==> src/rtl/rx_audio_framer.sv <==
// Packs each DDC sample set into a circular buffer as channel words, then closes the
// frame with a timestamp trailer and a frame counter; frames that would not fit are dropped.
module rx_audio_framer #(
  parameter int NCH = 8,
  parameter int WPC = 3,
  parameter int AW  = 13,
  parameter int TSW = 3
) (
  input  logic                  adc_clk,
  input  logic                  reset_A,
  input  logic [7:0]            nrx_samps,
  input  logic [NCH-1:0]        ch_en,
  input  logic                  rx_avail_A,
  input  logic [NCH*WPC*16-1:0] rxn_din_A,
  input  logic [47:0]           ticks_A,
  input  logic [AW-1:0]         raddr_A,
  output logic                  wr_A,
  output logic [AW-1:0]         waddr_A,
  output logic [15:0]           wdata_A,
  output logic                  frame_done_A,
  output logic [15:0]           buf_ctr_A,
  output logic [7:0]            drop_cnt_A,
  output logic [7:0]            ovr_cnt_A,
  output logic                  busy_A
);
  localparam int CHW = (NCH > 1) ? $clog2(NCH) : 1;
  localparam int WW  = (WPC > 1) ? $clog2(WPC) : 1;
  localparam int NW  = NCH * WPC;
  localparam int IW  = (NW > 1) ? $clog2(NW) : 1;

  typedef enum logic [2:0] {IDLE, CHAN, TS, CTR, DONE, SKIPWAIT} state_t;
  state_t state_reg, state_next;

  logic [7:0]            count_reg, n_reg, skip_reg;
  logic [NCH-1:0]        mask_reg, rem_reg;
  logic [47:0]           ticks_reg;
  logic [NCH*WPC*16-1:0] din_reg;
  logic [WW-1:0]         w_reg;
  logic [1:0]            ts_reg;
  logic [AW-1:0]         waddr_reg;
  logic [15:0]           buf_ctr_reg;
  logic [7:0]            drop_reg, ovr_reg;

  logic [7:0]     n_eff;
  logic [4:0]     pop;
  logic [31:0]    frame_words, free_words;
  logic [AW-1:0]  used;
  logic           accept, start, drop;
  logic [CHW-1:0] cur_ch;
  logic [NCH-1:0] rem_clr;
  logic           last_word, chan_end, last_sample, ts_last;
  logic [IW-1:0]  word_idx;
  logic [15:0]    word_arr [NW];

  genvar gi;
  generate
    for (gi = 0; gi < NW; gi++) begin : g_words
      assign word_arr[gi] = din_reg[gi*16 +: 16];
    end
  endgenerate

  assign n_eff  = (nrx_samps == 8'd0) ? 8'd1 : nrx_samps;
  assign accept = (state_reg == IDLE) && rx_avail_A;
  assign start  = accept && (count_reg == 8'd0);
  assign used   = waddr_reg - raddr_A;

  // Whole-frame space check, done once so a frame is never left half-written.
  assign frame_words = 32'(n_eff) * 32'(WPC) * 32'(pop) + 32'(TSW) + 32'd1;
  assign free_words  = (32'd1 << AW) - 32'd1 - 32'(used);
  assign drop        = start && (frame_words > free_words);

  always_comb begin
    pop = '0;
    for (int i = 0; i < NCH; i++) pop = pop + 5'(ch_en[i]);
  end

  // rem_reg holds channels still to be written; the lowest set bit is the current one.
  always_comb begin
    cur_ch = '0;
    for (int i = NCH - 1; i >= 0; i--) if (rem_reg[i]) cur_ch = CHW'(i);
  end

  assign rem_clr     = rem_reg & (rem_reg - NCH'(1));
  assign last_word   = (w_reg == WW'(WPC - 1));
  assign chan_end    = (rem_reg == '0) || (last_word && rem_clr == '0);
  assign last_sample = ({1'b0, count_reg} + 9'd1) >= {1'b0, n_reg};
  assign ts_last     = (ts_reg == 2'(TSW - 1));
  assign word_idx    = IW'(int'(cur_ch) * WPC + int'(w_reg));

  always_ff @(posedge adc_clk or posedge reset_A) begin
    if (reset_A) state_reg <= IDLE;
    else         state_reg <= state_next;
  end

  always_comb begin
    state_next = state_reg;
    case (state_reg)
      IDLE:     if (rx_avail_A) state_next = drop ? SKIPWAIT : CHAN;
      CHAN:     if (chan_end) state_next = !last_sample ? IDLE : ((TSW == 0) ? CTR : TS);
      TS:       if (ts_last) state_next = CTR;
      CTR:      state_next = DONE;
      DONE:     state_next = IDLE;
      SKIPWAIT: if (skip_reg == 8'd0 || (rx_avail_A && skip_reg == 8'd1)) state_next = IDLE;
      default:  state_next = IDLE;
    endcase
  end

  always_ff @(posedge adc_clk or posedge reset_A) begin
    if (reset_A) begin
      count_reg   <= '0;
      n_reg       <= 8'd1;
      skip_reg    <= '0;
      mask_reg    <= '0;
      rem_reg     <= '0;
      ticks_reg   <= '0;
      din_reg     <= '0;
      w_reg       <= '0;
      ts_reg      <= '0;
      waddr_reg   <= '0;
      buf_ctr_reg <= '0;
      drop_reg    <= '0;
      ovr_reg     <= '0;
    end else begin
      if (wr_A) waddr_reg <= waddr_reg + AW'(1);
      if (busy_A && rx_avail_A && ovr_reg != 8'hFF) ovr_reg <= ovr_reg + 8'd1;
      case (state_reg)
        IDLE: if (rx_avail_A) begin
          din_reg <= rxn_din_A;
          w_reg   <= '0;
          rem_reg <= start ? ch_en : mask_reg;
          if (start) begin
            mask_reg  <= ch_en;
            n_reg     <= n_eff;
            ticks_reg <= ticks_A;
            skip_reg  <= n_eff - 8'd1;
          end
          if (drop && drop_reg != 8'hFF) drop_reg <= drop_reg + 8'd1;
        end
        CHAN: begin
          if (rem_reg != '0) begin
            if (last_word) begin
              w_reg   <= '0;
              rem_reg <= rem_clr;
            end else begin
              w_reg <= w_reg + WW'(1);
            end
          end
          if (chan_end && !last_sample) count_reg <= count_reg + 8'd1;
          ts_reg <= '0;
        end
        TS:   ts_reg <= ts_reg + 2'd1;
        DONE: begin
          buf_ctr_reg <= buf_ctr_reg + 16'd1;
          count_reg   <= '0;
        end
        SKIPWAIT: if (rx_avail_A && skip_reg != 8'd0) skip_reg <= skip_reg - 8'd1;
        default: ;
      endcase
    end
  end

  always_comb begin
    wr_A    = 1'b0;
    wdata_A = '0;
    case (state_reg)
      CHAN: if (rem_reg != '0) begin
        wr_A    = 1'b1;
        wdata_A = word_arr[word_idx];
      end
      TS: begin
        wr_A = 1'b1;
        case (ts_reg)
          2'd0:    wdata_A = ticks_reg[15:0];
          2'd1:    wdata_A = ticks_reg[31:16];
          default: wdata_A = ticks_reg[47:32];
        endcase
      end
      CTR: begin
        wr_A    = 1'b1;
        wdata_A = buf_ctr_reg + 16'd1;
      end
      default: ;
    endcase
  end

  assign frame_done_A = (state_reg == DONE);
  assign busy_A       = (state_reg != IDLE) && (state_reg != SKIPWAIT);
  assign waddr_A      = waddr_reg;
  assign buf_ctr_A    = buf_ctr_reg;
  assign drop_cnt_A   = drop_reg;
  assign ovr_cnt_A    = ovr_reg;
endmodule

==> config.mk <==
export PLATFORM = sky130hd
export DESIGN_NAME = rx_audio_framer
export DESIGN_NICKNAME = d
export VERILOG_FILES = /design/src/rtl/rx_audio_framer.sv
export SDC_FILE = /design/constraint.sdc
export NUM_CORES = 1
export LEC_CHECK = 0
export ABC_AREA = 0
export BUFFER_PORTS_ARGS = -buffer_cell sky130_fd_sc_hd__buf_4
export CELL_PAD_IN_SITES_DETAIL_PLACEMENT = 0
export CELL_PAD_IN_SITES_GLOBAL_PLACEMENT = 1
export CORE_MARGIN = 2
export CORE_UTILIZATION = 46
export CTS_CLUSTER_DIAMETER = 60
export DETAILED_ROUTE_END_ITERATION = 7
export PLACE_DENSITY = 0.85
export SETUP_SLACK_MARGIN = 0.02
export SKIP_CTS_REPAIR_TIMING = 1
export SYNTH_ARGS = -nofsm -noshare
export SYNTH_HDL_FRONTEND = slang
export SYNTH_SLANG_ARGS = --single-unit
==> constraint.sdc <==
create_clock -name adc_clk -period 31.5 [get_ports adc_clk]
set_input_delay 6.3 -clock adc_clk [delete_from_list [all_inputs] [get_ports adc_clk]]
set_output_delay 6.3 -clock adc_clk [all_outputs]
set_load 0.005 [all_outputs]
Word-level counts from Yosys, hierarchy flattened:

Index checks and enable logic that the tools add are counted.

* register bits after elaboration: 524
* latch bits: 0
* RAM bits: 0
* bits in read-only memories: 0
* input bits: 464
* output and inout bits: 64
* word-level logic and storage cells: 143
* memories: 0

* add/sub/neg operators: 23
* multipliers: 3
* divide/modulo/power cells: 0
* $lt $le $gt $ge: 3
* equality and inequality tests: 21
* shift-type cells: 0
* muxes and demuxes: 40
* bitwise gates (word level): 2
* reduce and logical (&&, ||, !) cells: 37

Operator list (count)
* 16-bit binary-select mux with 5-bit select: 1
* 8-bit two-way mux: 9
* 16-bit two-way mux: 3
* 16-bit one-hot mux with 3 select lines: 1
* 8-bit one-hot mux with 2 select lines: 3
* 8-bit zero test: 5
* 3-bit two-way mux: 13
* 17-bit by 32-bit > comparator with 1-bit output: 1
* 16-bit one-hot mux with 2 select lines: 1
* 8-bit by 1-bit adder with 8-bit output, second input constant: 3
* 8-bit by 1-bit subtractor with 8-bit output, second input constant: 3
* 2-bit inequality test, second input constant: 9
* 16-bit by 1-bit adder with 17-bit output, second input constant: 1
* 15-bit by 2-bit adder with 16-bit output, second input constant: 1
* 16-bit by 1-bit adder with 16-bit output, second input constant: 1
* 8-bit inequality test, second input constant: 2
* 8-bit nonzero test: 2
* 5-bit by 1-bit adder with 5-bit output: 3
* 10-bit by 5-bit multiplier with 15-bit output: 1
* 3-bit one-hot mux with 5 select lines: 1
* 13-bit by 13-bit subtractor with 14-bit output, first input constant: 1
* 13-bit by 1-bit adder with 13-bit output, second input constant: 1
* 13-bit subtractor: 1
* 4-bit AND reduction: 3
* other kinds (34): 59

Longest topological paths before layout:

Gate-level depths: netlist (run 1).

* depth in word-level cells: 16
* mapped depth: 34
* mapped depth without buffers: 33

Worst setup path after synthesis (run 1):

Ideal clock, no wire load.

* kind: in2reg
* start point: in ch_en[0]
* end point: reg drop_reg[1], in the netlist drop_cnt_A[1]
* setup time: 125 ps
* arrival: 13222 ps
* path slack: 18153 ps
* stages: 29
* buffers on the path: 0
* path through: inv_1 > fa_1 > fa_1 > fa_1 > inv_1 > ha_1 > inv_1 > fa_1 > xor2_1 > nor2_1 > ha_1 > fa_1 > inv_1 > fa_1 > inv_1 > ha_1 > a211oi_1 > o21bai_1 > o21bai_1 > a21oi_1 > xnor2_1 > ha_1 > a21oi_1 > nand2_1 > a2111o_1 > nor3_1 > o221ai_2 > nand2_1 > mux2_2

* longest elaborated chain between the ends: 14

Ends and longest elaborated chain
* start, declared: line 12 `input logic [NCH-1:0] ch_en,`
* 1-bit by 1-bit adder with 2-bit output: line 74 `for (int i = 0; i < NCH; i++) pop = pop + 5'(ch_en[i]);`
* 2-bit by 1-bit adder with 3-bit output: line 74
* 3-bit by 1-bit adder with 4-bit output: line 74
* 4-bit by 1-bit adder with 5-bit output: line 74
* 5-bit by 1-bit adder with 5-bit output (3 in series): line 74
* 10-bit by 5-bit multiplier with 15-bit output: line 68 `assign frame_words = 32'(n_eff) * 32'(WPC) * 32'(pop) + 32'(TSW) + 32'd1;`
* 15-bit by 2-bit adder with 16-bit output: line 68
* 16-bit by 1-bit adder with 17-bit output: line 68
* 17-bit by 32-bit > comparator with 1-bit output: line 70 `assign drop = start && (frame_words > free_words);`
* 1-bit logical AND: line 70
* 1-bit logical AND: line 137 `if (drop && drop_reg != 8'hFF) drop_reg <= drop_reg + 8'd1;`
* 3-bit AND reduction (no line)
* end signal, assigned: line 137
* end, declared: line 42 `logic [7:0] drop_reg, ovr_reg;`

Every way passes these cells.
A chain may end at the register's enable or synchronous reset.

Worst setup path after layout (run 1):

Ends and elaborated chain as after synthesis.

==> flow_metrics.env, run 1 <==
export IMPL_outcome="finished, final reports clean"
export IMPL_rows=89
export IMPL_cpPeakStageDelay_ns=0.74
export IMPL_path_max_fanout=10
export IMPL_finalWirelength_um=86620
export IMPL_cp_required_ns=32.00
export IMPL_layout_drive_gt1_share_pct=22.50
export IMPL_rsz0062_at_grt="false"
export IMPL_regArea_sq_mm=0.01311
export IMPL_hold_class="reg -> reg"
export IMPL_fill_cells=5301
export IMPL_start_kind="primary input"
export IMPL_die_area_sq_mm=0.06161
export IMPL_grt_pass1_vias=22820
export IMPL_end_kind="register"
export IMPL_finalCritPeriodShare_pct=43.75
export IMPL_hold_path_startpoint="ticks_reg[31]"
export IMPL_cts_tree="built"
export IMPL_reg2reg_from="waddr_A[0]"
export IMPL_io_buffers=527
export IMPL_r2r_setup_slack_ns=27.19
export IMPL_synth_mux_area_share_pct=9.888
export IMPL_synth_cell_types=70
export IMPL_yosys_most_used_dff="dfrtp_1"
export IMPL_dr_pass1_iters=7
export IMPL_setup_viol=0
export IMPL_reg2reg_depth=17
export IMPL_ys_top_cells_by_area="dfrtp_1, nand2_1, mux4_2, ha_1, xnor2_1"
export IMPL_cts_clk_slew_worst_paths_ns=0.06
export IMPL_synthSimpleGateAreaFrac_pct=23.75
export IMPL_yosys_area_top_type="dfrtp_1"
export IMPL_root_buffer="clkbuf_16"
export IMPL_grt_overflow_total=0
export IMPL_tightestPinTransition_ns=1.181
export IMPL_yosysTopAreaCellShare_pct=47.71
export IMPL_arrival_ns=14.28
export IMPL_clk_path_buf_depth=3
export IMPL_finalMaxSlewViolations=0
export IMPL_cp_slowest_cell="xor2_1"
export IMPL_synth_seq_area_share_pct=47.80
export IMPL_syn_area_per_cell_sq_um=9.111
export IMPL_syn_num_nets=3597
export IMPL_grt_pass1_wl_um=131000
export IMPL_drcViolationCount=0
export IMPL_ys_warn_count=0
export IMPL_io_pins=528
export IMPL_synth_xor_area_share_pct=3.065
export IMPL_grt_max_degree=111
export IMPL_gp_congestion=0.9163
export IMPL_ir_drop_v=0.0001797
export IMPL_die_w_um=248.2
export IMPL_largest_reg_flops=384
export IMPL_die_h_um=248.2
export IMPL_final_common_cell="nand2_1"
export IMPL_clock_sinks=524
export IMPL_clock_fmax_ghz=0.07257
export IMPL_h_tree_depth=2
export IMPL_via_per_inst=5.352
export IMPL_p_per_area_mw_per_mm2=129.6
export IMPL_grt_total_usage_pct=28.04
export IMPL_cts_buffers=57
export IMPL_worst_setup_path_type="in -> reg"
export IMPL_slew_headroom_pct=20.97
export IMPL_synth_compound_area_share_pct=5.765
export IMPL_dpl_hpwl_um=64510
export IMPL_hold_viol_final=0
export IMPL_clock_latency_ns=0.63
export IMPL_fin_area_sq_mm=0.03391
export IMPL_crit_family="adder cells"
export IMPL_finalCriticalPeriod_ns=13.78
export IMPL_synth_adder_area_share_pct=6.203
export IMPL_syn_to_final_growth_pct=23.61
export IMPL_leakage_nw=17.69
export IMPL_cap_violations=0
export IMPL_start_util_pct=46.48
export IMPL_path_common_cell="fa_1"
export IMPL_placed_cell_area_sq_mm=0.03195
export IMPL_final_cell_mix="nand2_1, buf_4, dfrtp_1, mux4_2, ha_1"
export IMPL_hold_depth=2
export IMPL_synth_async_reset_ratio_pct=100.0
export IMPL_ys_seq_elements=524
export IMPL_routedWlPerCell_um=20.17
export IMPL_skew_ns=0.02260
export IMPL_coreArea_sq_mm=0.05902
export IMPL_antenna_found_initial=23
export IMPL_drt_iter0_drc=1882
export IMPL_vias=22980
export IMPL_synth_edf_count=0
export IMPL_synthCells=3011
export IMPL_synth_area_sq_mm=0.02743
export IMPL_r2r_end="drop_cnt_A[1]"
export IMPL_fin_setup_tns_ns=0
export IMPL_critical_path_buf_inv_count=6
export IMPL_multiInputGateArea_sq_mm=0.01340
export IMPL_min_to="ticks_reg[31]"
export IMPL_nets=4048
export IMPL_ant_nets=0
export IMPL_synth_top_family_by_area="simple AND/OR/NAND/NOR gates"
[cell type report]
type	count	area share, %
multi-input cells	2238	39.50
flip-flops and latches	524	38.67
repair buffers	548	12.13
clock buffers	81	4.856
well taps	773	2.852
inverters	93	1.052
clock inverters	19	0.7970
diodes	18	0.1328
[worst max path at each step]
stage,startpoint,endpoint,slack [ns],cells after the start
floorplan,reset_A,buf_ctr_A[0],10.56,1
global placement,ch_en[0],drop_cnt_A[1],17.28,30
detailed placement,ch_en[0],drop_cnt_A[1],17.22,30
CTS,ch_en[0],drop_cnt_A[1],17.82,30
global route,ch_en[0],drop_cnt_A[1],17.34,31
finish,ch_en[0],drop_cnt_A[1],17.72,30
[routing by layer]
layer | GRT usage, % | vias up | part of all wire [%]
met5 | 0 | - | 0.080
met4 | 11.76 | 10 | 3.9
met3 | 5.882 | 169 | 7.4
met2 | 43.40 | 757 | 47
met1 | 38.50 | 11290 | 42
li1 | - | 10760 | -
[worst register-to-register path, cell delays in order, from the launching register on]
cell	delay, ns
dfrtp_1	0.44
inv_1	0.11
ha_1	0.17
inv_1	0.06
fa_1	0.39
a21o_1	0.17
a21oi_1	0.25
o21a_1	0.19
o311ai_0	0.24
xor2_1	0.22
ha_1	0.35
a21oi_1	0.15
nand2_1	0.08
a2111o_1	0.41
nor3_1	0.19
o221ai_2	0.25
nand2_1	0.19
mux2_2	0.34
[per-stage QoR]
step | setup slack [ns] | power, W | std cells | hold slack (ns) | utilization [%]
finish | 17.72 | 0.004395 | 4294 | 0.4690 | 57.45
global route | 17.34 | 0.004688 | 4288 | 0.4886 | 57.43
CTS | 17.82 | 0.004432 | 4276 | 0.4704 | 57.38
detailed placement | 17.22 | 0.003727 | 4176 | 0.4571 | 54.13
global placement | 17.28 | 0.003683 | 4176 | 0.4516 | 54.13
floorplan | 10.56 | 0.002817 | 3011 | 0.4344 | -
[synth_stat cells (all sizes together) (35+ instances only)]
cell	number
nor2	87
o21ai	63
xnor2	61
mux4	109
ha	100
clkbuf	133
inv	93
xor2	35
nand2	1406
a21oi	70
dfrtp	523
nand3	39
[report_power, final]
part / internal, W / switching [W] / total [W]
registers: 0.000976 / 0.000183 / 0.00116
clock network: 0.000404 / 0.000282 / 0.000686
logic: 0.00109 / 0.00146 / 0.00255
[logic make-up (layout without fill, tap and decap cells)]
logic type / count (synthesis) / count (layout)
xor gates and xnor gates: 96 / 96
and+or+nand+nor: 1644 / 1644
AOI/OAI and AO/OA: 241 / 241
other: 0 / 18
adders and majority gates: 123 / 123
buffers and inverters: 249 / 741
muxes: 134 / 134
DFF: 524 / 524
Power figures use the tool's default switching activity.
==> inputs of run 2 (changes only) <==
Settings changed: ABC_AREA 0 to 1, CORE_UTILIZATION 46 to 38, PLACE_DENSITY 0.85 to 0.74.
Clock period 31.5 ns to 12.5 ns, I/O delays scaled along.
==> flow_metrics.env, run 2 <==
export IMPL_outcome="finished, final reports clean"
export IMPL_fill_cells=7275
export IMPL_worst_setup_path_type="in -> reg"
export IMPL_path_max_fanout=10
export IMPL_drt_iter0_drc=1471
export IMPL_final_cell_mix="nand2_1, buf_4, dfrtp_1, inv_1, o21ai_0"
export IMPL_nets=4238
export IMPL_crit_family="adder cells"
export IMPL_rsz0062_at_grt="false"
export IMPL_synth_edf_count=0
export IMPL_h_tree_depth=3
export IMPL_clock_latency_ns=0.62
export IMPL_pre_cts_ws_ns=2.728
export IMPL_grt_use_met3_pct=6.056
export IMPL_syn_to_final_growth_pct=24.59
export IMPL_synth_top_family_by_area="simple AND/OR/NAND/NOR gates"
export IMPL_slew_headroom_pct=30.21
export IMPL_yosys_area_top_type="dfrtp_1"
export IMPL_start_kind="primary input"
export IMPL_cts_tree="built"
export IMPL_reg2reg_from="state_reg[0]"
export IMPL_routedWlPerCell_um=20.35
export IMPL_synth_area_sq_mm=0.02846
export IMPL_worst_slack_ns=3.309
export IMPL_ant_nets=0
export IMPL_clock_fmax_ghz=0.1088
export IMPL_clock_sinks=524
export IMPL_ys_warn_count=0
export IMPL_r2r_setup_slack_ns=8.94
export IMPL_path_common_cell="nand2_1"
export IMPL_setup_viol=0
export IMPL_yosysTopAreaCellShare_pct=45.99
export IMPL_io_buffers=527
export IMPL_drcViolationCount=0
export IMPL_cts_buffers=69
export IMPL_critical_path_buf_inv_count=6
export IMPL_finalCritPeriodShare_pct=73.53
export IMPL_synthTopCellsByCount="nand2_1, dfrtp_1, inv_1"
export IMPL_vias=23710
export IMPL_synth_cell_types=53
export IMPL_synth_compound_area_share_pct=12.65
export IMPL_hold_depth=2
export IMPL_cap_violations=0
export IMPL_synthCells=3193
export IMPL_fin_setup_tns_ns=0
export IMPL_finalMaxSlewViolations=0
export IMPL_die_h_um=277.7
export IMPL_end_kind="register"
export IMPL_hold_class="reg -> reg"
export IMPL_rows=100
export IMPL_via_per_inst=5.060
export IMPL_final_util_pct=47.70
export IMPL_synth_seq_area_share_pct=46.08
export IMPL_r2r_end="din_reg[227]"
export IMPL_cp_required_ns=13.00
export IMPL_synth_xor_area_share_pct=2.212
export IMPL_layout_drive_gt1_share_pct=26.54
export IMPL_min_to="mask_reg[5]"
export IMPL_largest_reg_flops=384
export IMPL_ys_seq_elements=524
export IMPL_yosys_most_used_dff="dfrtp_1"
export IMPL_syn_area_per_cell_sq_um=8.912
export IMPL_die_w_um=277.7
export IMPL_coreArea_sq_mm=0.07432
export IMPL_skew_ns=0.03012
export IMPL_cp_slowest_cell="xor2_1"
export IMPL_finalWirelength_um=95330
export IMPL_dr_pass1_iters=5
export IMPL_start_util_pct=38.29
export IMPL_root_buffer="clkbuf_16"
export IMPL_gp_congestion=0.8750
export IMPL_ys_top_cells_by_area="dfrtp_1, mux2_2, nand2_1, o21ai_0, ha_1"
export IMPL_antenna_found_initial=19
export IMPL_grt_max_degree=213
export IMPL_synth_mux_area_share_pct=10.33
export IMPL_grtUsageMet2_pct=40.90
export IMPL_cts_clk_slew_worst_paths_ns=0.06
export IMPL_multiInputGateArea_sq_mm=0.01335
export IMPL_grt_pass1_wl_um=144200
export IMPL_busiest_layer="met2"
export IMPL_io_pins=528
export IMPL_hold_path_startpoint="mask_reg[5]"
export IMPL_dpl_hpwl_um=69920
export IMPL_tightestPinTransition_ns=1.047
export IMPL_finalCriticalPeriod_ns=9.191
export IMPL_synth_async_reset_ratio_pct=100.0
export IMPL_use_met1_pct=31.37
export IMPL_hold_viol_final=0
export IMPL_syn_num_nets=3779
export IMPL_cpPeakStageDelay_ns=0.74
export IMPL_clk_path_buf_depth=3
export IMPL_reg2reg_depth=6
export IMPL_arrival_ns=9.69
export IMPL_final_common_cell="nand2_1"
export IMPL_grt_total_usage_pct=24.48
export IMPL_yosysMostFrequentCell="nand2_1"
export IMPL_die_area_sq_mm=0.07709
export IMPL_synthSimpleGateAreaFrac_pct=15.64
export IMPL_regArea_sq_mm=0.01311
export IMPL_grt_overflow_total=0
export IMPL_grt_pass1_vias=23910
export IMPL_synth_adder_area_share_pct=5.945
run 2: cell types whose count changed after synthesis, moves of 38 or more:
cell / before / now
o211ai_1: 5 / 64
xnor2_1: 61 / 23
nor2_1: 87 / 176
mux2_2: 6 / 261
nand2_1: 1406 / 679
buf_2: 14 / 58
inv_1: 93 / 309
mux4_2: 109 / 0
nand3_1: 39 / 128
o21ai_0: 53 / 304
clkbuf_1: 133 / 65
a21oi_1: 70 / 201
run 2: cell type report:
class / instances / area share (%)
Multi-Input combinational cell: 2178 / 37.65
Antenna cell: 12 / 0.08470
Clock inverter: 29 / 1.048
Sequential cell: 524 / 36.99
Timing Repair Buffer: 554 / 11.87
Tap cell: 969 / 3.420
Clock buffer: 94 / 5.474
Inverter: 325 / 3.466
run 2: cells by family (layout without fill, tap and decap cells):
group,count (synthesis),count (layout)
and+or+nand+nor,1067,1067
AOI/OAI and AO/OA,657,657
DFF,524,524
buffers and inverters,491,1002
muxes,261,261
adders and majority gates,122,122
xor gates and xnor gates,71,71
other,0,12
run 2: routing by layer:
layer,up-vias,wire length [um]
met3,138,6215
met4,16,2559
li1,11550,-
met5,-,89
met1,11420,40870
met2,588,45600
run 2: worst reg2reg max path: stages (launching register included):
cell	delay, ns
dfrtp_1	0.45
nor2_1	0.19
nand2_2	0.14
nor2_4	0.51
buf_12	0.61
buf_12	0.92
mux2_2	0.62
run 2: worst max path at each step:
stage | startpoint | endpoint | cells past startpoint
after CTS | ch_en[0] | drop_cnt_A[5] | 37
after detailed placement | ch_en[0] | drop_cnt_A[5] | 37
after floorplan | reset_A | buf_ctr_A[0] | 1
after global placement | ch_en[0] | drop_cnt_A[7] | 37
after global routing | ch_en[1] | drop_cnt_A[1] | 37
final | ch_en[0] | drop_cnt_A[3] | 35
run 2: per-stage QoR:
stage | hold slack (ns) | cells | cell area (sq um)
2_1_floorplan | 0.4431 | 3193 | 28460
3_3_place_gp | 0.4624 | 4550 | 33110
3_5_place_dp | 0.4642 | 4550 | 33110
4_1_cts | 0.4783 | 4673 | 35420
5_1_grt | 0.4905 | 4678 | 35440
6_report | 0.4746 | 4685 | 35450
Power of run 2 is not shown: default switching activity piles up to over one toggle a cycle in this logic, so the estimate is an artifact.
